==> src/rtl/bht_controller.sv <==
// Branch history table controller: 2-bit saturating counters with init sweep, 1-cycle lookups and FIFO-buffered updates.
// Optional statistics counters are enabled with `define PRED_STATS_EN.
module bht_controller #(
    parameter int IDX_W      = 6,
    parameter int UPD_DEPTH  = 4,
    parameter int INIT_STATE = 3
) (
    input  logic                         clk,
    input  logic                         rst,
    input  logic                         lookup_valid,
    input  logic [IDX_W-1:0]             lookup_idx,
    output logic                         pred_valid,
    output logic                         pred_taken,
    output logic                         pred_strong,
    input  logic                         upd_valid,
    input  logic [IDX_W-1:0]             upd_idx,
    input  logic                         upd_taken,
`ifdef PRED_STATS_EN
    input  logic                         upd_pred,
    output logic [31:0]                  stat_lookups,
    output logic [31:0]                  stat_updates,
    output logic [31:0]                  stat_mispredicts,
`endif
    output logic                         upd_ready,
    output logic                         init_done,
    output logic [$clog2(UPD_DEPTH):0]   fifo_count
);

    localparam int PTR_W   = $clog2(UPD_DEPTH);
    localparam int CNT_W   = PTR_W + 1;
    localparam int ENTRIES = 2 ** IDX_W;
    localparam logic [1:0]       INIT_VAL = INIT_STATE[1:0];
    localparam logic [CNT_W-1:0] FULL     = CNT_W'(UPD_DEPTH);

    typedef enum logic {S_INIT, S_RUN} state_t;

    state_t           state, state_next;
    logic [IDX_W-1:0] init_ptr;

    logic [1:0]       table_mem [ENTRIES];
    logic [IDX_W-1:0] fifo_idx   [UPD_DEPTH];
    logic             fifo_taken [UPD_DEPTH];
    logic [PTR_W-1:0] wr_ptr, rd_ptr;

    logic             push, pop;
    logic [IDX_W-1:0] head_idx;
    logic             head_taken;
    logic [1:0]       head_ctr, head_next, lookup_ctr;

    always_ff @(posedge clk or posedge rst) begin
        if (rst) state <= S_INIT;
        else     state <= state_next;
    end

    always_comb begin
        state_next = state;
        init_done  = 1'b0;
        upd_ready  = 1'b0;
        case (state)
            S_INIT: if (init_ptr == '1) state_next = S_RUN;
            S_RUN: begin
                init_done = 1'b1;
                upd_ready = (fifo_count != FULL);
            end
            default: state_next = S_INIT;
        endcase
    end

    always_ff @(posedge clk or posedge rst) begin
        if (rst)                 init_ptr <= '0;
        else if (state == S_INIT) init_ptr <= init_ptr + IDX_W'(1);
    end

    assign push = upd_valid && upd_ready;
    assign pop  = (state == S_RUN) && (fifo_count != '0);

    always_ff @(posedge clk or posedge rst) begin
        if (rst) begin
            wr_ptr     <= '0;
            rd_ptr     <= '0;
            fifo_count <= '0;
        end else begin
            if (push) wr_ptr <= wr_ptr + PTR_W'(1);
            if (pop)  rd_ptr <= rd_ptr + PTR_W'(1);
            if (push && !pop)      fifo_count <= fifo_count + CNT_W'(1);
            else if (pop && !push) fifo_count <= fifo_count - CNT_W'(1);
        end
    end

    always_ff @(posedge clk) begin
        if (push) begin
            fifo_idx[wr_ptr]   <= upd_idx;
            fifo_taken[wr_ptr] <= upd_taken;
        end
    end

    assign head_idx   = fifo_idx[rd_ptr];
    assign head_taken = fifo_taken[rd_ptr];
    assign head_ctr   = table_mem[head_idx];

    always_comb begin
        head_next = head_ctr;
        if (head_taken) begin
            if (head_ctr != 2'd3) head_next = head_ctr + 2'd1;
        end else begin
            if (head_ctr != 2'd0) head_next = head_ctr - 2'd1;
        end
    end

    // Single write port: init sweep owns it during INIT, the drain owns it in RUN.
    always_ff @(posedge clk) begin
        if (state == S_INIT) table_mem[init_ptr] <= INIT_VAL;
        else if (pop)        table_mem[head_idx] <= head_next;
    end

    assign lookup_ctr = (state == S_INIT) ? INIT_VAL : table_mem[lookup_idx];

    always_ff @(posedge clk or posedge rst) begin
        if (rst) begin
            pred_valid  <= 1'b0;
            pred_taken  <= 1'b0;
            pred_strong <= 1'b0;
        end else begin
            pred_valid <= lookup_valid;
            if (lookup_valid) begin
                pred_taken  <= lookup_ctr[1];
                pred_strong <= (lookup_ctr == 2'd0) || (lookup_ctr == 2'd3);
            end
        end
    end

`ifdef PRED_STATS_EN
    always_ff @(posedge clk or posedge rst) begin
        if (rst) begin
            stat_lookups     <= '0;
            stat_updates     <= '0;
            stat_mispredicts <= '0;
        end else begin
            if (lookup_valid && state == S_RUN) stat_lookups <= stat_lookups + 32'd1;
            if (push)                           stat_updates <= stat_updates + 32'd1;
            if (push && (upd_pred != upd_taken)) stat_mispredicts <= stat_mispredicts + 32'd1;
        end
    end
`endif

endmodule

==> config.mk <==
export PLATFORM = sky130hd
export DESIGN_NAME = bht_controller
export DESIGN_NICKNAME = d
export VERILOG_FILES = /design/src/rtl/bht_controller.sv
export SDC_FILE = /design/constraint.sdc
export NUM_CORES = 1
export LEC_CHECK = 0
export BUFFER_PORTS_ARGS = -buffer_cell sky130_fd_sc_hd__buf_2
export CAP_MARGIN = 10
export CORE_UTILIZATION = 55
export DETAILED_ROUTE_END_ITERATION = 10
export GPL_TIMING_DRIVEN = 1
export PLACE_DENSITY = 0.81
export RECOVER_POWER = 100
export SLEW_MARGIN = 10
export SYNTH_ARGS = -nofsm -noshare
export SYNTH_HDL_FRONTEND = slang
export SYNTH_SLANG_ARGS = --single-unit
==> constraint.sdc <==
create_clock -name clk -period 5.2 [get_ports clk]
set_input_delay 0.78 -clock clk [delete_from_list [all_inputs] [get_ports clk]]
set_output_delay 0.78 -clock clk [all_outputs]
set_load 0.05 [all_outputs]
# ---- Word-level counts from Yosys, hierarchy flattened
# Memories as Yosys holds them, arrays and structs flattened.
# Index checks and enable logic that the tools add are counted.
dict set report word_totals {
  ff_bits 17
  mem_bits_rw 156
  inputBits 17
  out_inout_bits 8
  word_cells 53
  n_memories 3
}
# name depth word_bits rd rd_clocked_by_memory_dff wr line
set mem_list {}
lappend mem_list {table_mem 64 2 2 0 1 40} ;# logic [1:0] table_mem [ENTRIES];
lappend mem_list {fifo_idx 4 6 1 0 1 41} ;# logic [IDX_W-1:0] fifo_idx [UPD_DEPTH];
lappend mem_list {fifo_taken 4 1 1 0 1 42} ;# logic fifo_taken [UPD_DEPTH];
dict set report classes {
  n_addsub 7
  n_eq_ne 4
  mux 19
  reduce_logical 12
}
# op count
set op_table {}
lappend op_table {{$mux W1} 11}
lappend op_table {{$mux W2} 5}
lappend op_table {{$add A2 B1 Y2 const B} 3}
lappend op_table {{$add A6 B1 Y6 const B} 1}
lappend op_table {{$eq A6 B6 Y1 const B} 1}
lappend op_table {{$mux W3} 2}
lappend op_table {{$mux W6} 1}
lappend op_table {{$logic_and A1 B1 Y1} 4}
lappend op_table {{$reduce_bool A2 Y1} 2}
lappend op_table {{$add A3 B1 Y3 const B} 1}
lappend op_table {{$ne A3 B3 Y1 const B} 1}
lappend op_table {{$reduce_bool A3 Y1} 1}
lappend op_table {{$sub A3 B1 Y3 const B} 1}
lappend op_table {{$eq A2 B2 Y1 const B} 1}
lappend op_table {{$logic_not A1 Y1} 2}
lappend op_table {{$logic_not A2 Y1} 1}
lappend op_table {{$ne A2 B2 Y1 const B} 1}
lappend op_table {{$reduce_or A2 Y1} 1}
lappend op_table {{$sub A2 B1 Y2 const B} 1}
lappend op_table {{$logic_or A1 B1 Y1} 1}

# ---- Longest topological paths before layout
dict set report depth {
  ltp_word 7
  ltp_mapped 13
  ltp_nobuf 9
}

# ---- Worst setup path before layout
# Ideal clock, no wire load.
dict set report synth_path {
  kind {register to register}
  startpoint {register rd_ptr[0]}
  endpoint {memory table_mem[0][0], data pin}
  setup_time_ps 530
  t_arrival_ps 4059
  t_required_ps 4670
  path_slack_ps 611
  stages_incl_launch_ff 13
  n_path_buf 4
  period_less_slack_ps 4589
  cell_sequence {dfrtp_1 > buf_6 > mux4_2 > buf_6 > buf_8 > buf_6 > mux2i_1 > mux2i_1 > o22ai_1 > a2111oi_0 > o32a_1 > a21oi_1 > o21bai_1}
}
dict set report synth_via {
  elab_chain_cells 6
  word_cells_on_any_way 11
  cone_classes {2 x add/sub; 1 x eq/ne; 4 x mux; 1 x reduce/logical; 3 x memory}
}
# element line
set synth_lines {}
lappend synth_lines {{start: declaration} 43} ;# logic [PTR_W-1:0] wr_ptr, rd_ptr;
lappend synth_lines {{start signal: assignment} 84} ;# if (pop) rd_ptr <= rd_ptr + PTR_W'(1);
lappend synth_lines {{$mem_v2 Z4 W6} --}
lappend synth_lines {{$mem_v2 Z64 W2} --}
lappend synth_lines {{$sub A2 B1 Y2 (tied with other cells)} 106} ;# if (head_ctr != 2'd0) head_next = head_ctr - 2'd1;
lappend synth_lines {{$mux W2 (on tied branches)} {106, 104}}
lappend synth_lines {{$mux W2 *} 103} ;# if (head_taken) begin
lappend synth_lines {{$mux W2 (no line) *} --}
lappend synth_lines {{end: declaration} 40}
# Mark *: on every way between the ends. The rest lies on a longest branch, timed or not.

# ---- Final worst setup path
dict set report layout_path {
  startpoint {input lookup_idx[0]}
  endpoint {register pred_strong}
}
dict set report layout_via {
  elab_chain_cells 4
  word_cells_on_any_way 5
  cone_classes {1 x eq/ne; 1 x mux; 2 x reduce/logical; 1 x memory}
}
# element line
set layout_lines {}
lappend layout_lines {{start: declaration} 11} ;# input logic [IDX_W-1:0] lookup_idx,
lappend layout_lines {{$mem_v2 Z64 W2 *} --}
lappend layout_lines {{$mux W2 *} 116} ;# assign lookup_ctr = (state == S_INIT) ? INIT_VAL : table_mem[lookup_idx];
lappend layout_lines {{$eq A2 B2 Y1 or $logic_not A2 Y1 (tied branches)} 127} ;# pred_strong <= (lookup_ctr == 2'd0) || (lookup_ctr == 2'd3);
lappend layout_lines {{$logic_or A1 B1 Y1 *} 127}
lappend layout_lines {{end signal: assignment} 127}
lappend layout_lines {{end: declaration} 14} ;# output logic pred_strong,
# Marked as above.
# A chain may end at the register's enable or synchronous reset.

==> summary.md <==
| Metric | Value |
|---|---|
| Post-route ant nets | 0 |
| Fillcell total | 1073 |
| Post-synthesis cell type count | 51 |
| CTS Sinks | 173 |
| Top-area cell type share of the netlist area | 0.5526 |
| Worst rel slew slack | -0.1426 |
| CTS Root Cell | clkbuf_16 |
| Post-synthesis sequential element count | 173 |
| CP max stage delay | 1.29 ns |
| H-tree Lvls | 4 |
| Dpl cells | 725 |
| Worst Path Arrival | 4.62 ns |
| Worst setup EP type | register |
| First-pass GRT wire length | 29590 microns |
| Vias per inst | 6.785 |
| Slew @ Worst Pin | 1.714 ns |
| Finished Layout Cells | 757 |
| Initial DRC count | 688 |
| Cells after Synth | 533 |
| Largest net degree at the start of global routing | 38 |
| Syn nets | 557 |
| Crit-path cells | clkbuf_2, clkbuf_1, mux4_2, mux4_2, mux4_2, xnor2_1, o22a_1 |
| Crit-path max FO | 19 |
| CTS tree | done |
| Most frequent cells in the layout | edfxtp_1 (156), nor2_1 (79), mux4_2 (53), mux2i_1 (52), clkbuf_1 (21) |
| Status | complete, but fails checks |
| Fraction of layout cells with a size suffix above 1 | 0.1933 |
| Gr ovfl total | 0 |
| Antenna violations before repair | 0 |
| Cell taking the most area after synthesis | edfxtp_1 |
| DRC | 0 |
| Failing checks | capacitance limit, slew limit |
| Setup slack at placement | 1.182 ns |
| Post-CTS Resized | 0 |
| Startpoint types | input pin |
| Cell area after synthesis | 0.008477 sq mm |
| WL/cell | 25.51 microns |
| RSZ-0062 raised after global routing | false |
| Maximum root-to-sink buffer count | 2 |
| FMAX | 0.2329 GHz |
| Boundary Pins | 25 |
| Synthesized area per cell | 15.90 sq um |
| Critical path's slowest cell | clkbuf_1 |
| Most used cell, CP | mux4_2 |
| Vias in the first global route | 5159 |
| Setup TNS | 0 ns |
| Clock slew at reported path FFs | 0.06 ns |
| Drt first pass iters | 5 |
| Max Slew Vio Count | 20 |
| # setup viols final | 0 |
| Final hold viol count | 0 |
| Final GP Congestion | 0.9196 |
| Sequential share of the synthesized area | 0.6028 |
| Post-CTS Setup Inserts | 0 |
| Die Height | 126.1 microns |
| CTS Buf Count | 17 |
| Syn. warnings | 0 |
| PD cells | 293.0 mW/mm^2 |
| WS Path Type | input pin to register |
| Layout area overhead | 9.225% |
| Hold WS | 0.4302 ns |
| Final WL | 19310 microns |
| Port Buffers | 24 |
| Number of max-cap violations | 1 |
| Top post-synthesis cells by area | edfxtp_1 (55%), mux4_2 (14%), mux2i_1 (6.1%) |
| GRT Total Usage | 0.2612 |
| WP data required | 5.52 ns |
| Hold_buf cts | 0 |
| Top FF cell, synth | edfxtp_1 |
| Row count | 45 |
| Core footprint | 0.01515 sq mm |
| Max IR drop VDD | 0.0001912 V |
| Period utilization | 0.8257 |
| Final worst setup slack | 0.9065 ns |
| Number of antenna repair diodes | 0 |
| Commonest non-fill, non-tap cell in the layout | edfxtp_1 |
| Ys async rst share | 0.09827 |
| Minimum clock period | 4.293 ns |
| Clock skew | 0.01218 ns |
| Die area | 0.01591 sq mm |
| Post-synth EDFFs | 156 |
| Pleak | 2.712 nW |
| Hold Path Class | input pin to async pin |
| Vias | 5136 |
| Worst Path Buf+Inv | 2 |
| HPWL Detailed | 12650 microns |
| Final net count | 580 |
| Initial core utilization | 0.5597 |
| Clk_lat worst skew | 0.44 ns |
| Cell family with most CP delay | multiplexers |
| Die Width | 126.1 microns |
power breakdown:
part           switching [mW]  internal, mW
clock                   0.518         0.650
sequential           0.000107          1.50
combinational          0.0286        0.0188
registers in the layout, indices dropped and copies added, names as in the netlist:
name,cells
wr_ptr,2
fifo_taken,4
pred_valid,1
state,1
pred_strong,1
fifo_idx,24
init_ptr,6
pred_taken,1
table_mem,128
rd_ptr,2
fifo_count,3
synthesized netlist by cell type, types with 4 or more instances:
cell / count
nor2b_1: 6
mux4_2: 53
nand3_1: 10
clkbuf_1: 9
ha_1: 6
edfxtp_1: 156
dfrtp_1: 17
xnor2_1: 9
nand4_1: 5
inv_1: 5
mux4_1: 6
and3_1: 5
nand2_1: 20
mux2_2: 15
mux2i_1: 52
nor2_1: 78
o2111ai_1: 4
a2111oi_0: 7
buf_2: 11
nand2b_1: 4
a21oi_1: 5
worst paths after layout:
| kind | to | cells past startpoint | slack, ns | start |
|---|---|---|---|---|
| worst max-delay path | pred_strong | 7 | 0.91 | lookup_idx[0] |
| worst min-delay path | pred_strong | 2 | 0.43 | rst |
| worst max register to register | table_mem[31][1] | 9 | 0.95 | rd_ptr[0] |
| worst min register to register | pred_taken | 1 | 0.52 | pred_taken |
| max in group asynchronous | rd_ptr[1] | 2 | 4.34 | rst |
| min in group clk | pred_taken | 1 | 0.52 | pred_taken |
stage by stage:
step	area, sq um	util	power [mW]
final	9259	0.6113	2.713
after CTS	9298	0.6139	2.718
after global placement	8763	0.5786	1.575
after global routing	9259	0.6113	2.773
after floorplan	8477	-	1.559
after detailed placement	8763	0.5786	1.576
layer usage:
layer | GRT usage | part of all wire
met1 | 0.3394 | 0.39
met2 | 0.4277 | 0.51
met3 | 0.05310 | 0.078
met4 | 0.1198 | 0.023
met5 | 0 | 0
logic make-up after synthesis:
family | after synthesis | synth area share
flip-flops | 173 | 0.6028
AND/OR/NAND/NOR | 139 | 0.07351
multiplexers | 127 | 0.2421
AO/OA/AOI/OAI | 41 | 0.03646
buffers and inverters | 34 | 0.02155
XOR/XNOR | 12 | 0.01240
adder cells (fa/ha/maj) | 7 | 0.01122
cell type report:
class | instances | area (sq um) | area share
timing repair buffer | 33 | 156.4 | 0.01689
clock inverter | 13 | 101.3 | 0.01095
clock buffer | 19 | 432.9 | 0.04676
sequential | 173 | 5110 | 0.5519
inverter | 5 | 18.77 | 0.002027
multi-input combinational | 326 | 3204 | 0.3461
tap | 188 | 235.2 | 0.02541
No activity file was read; power rests on OpenSTA's default activity.
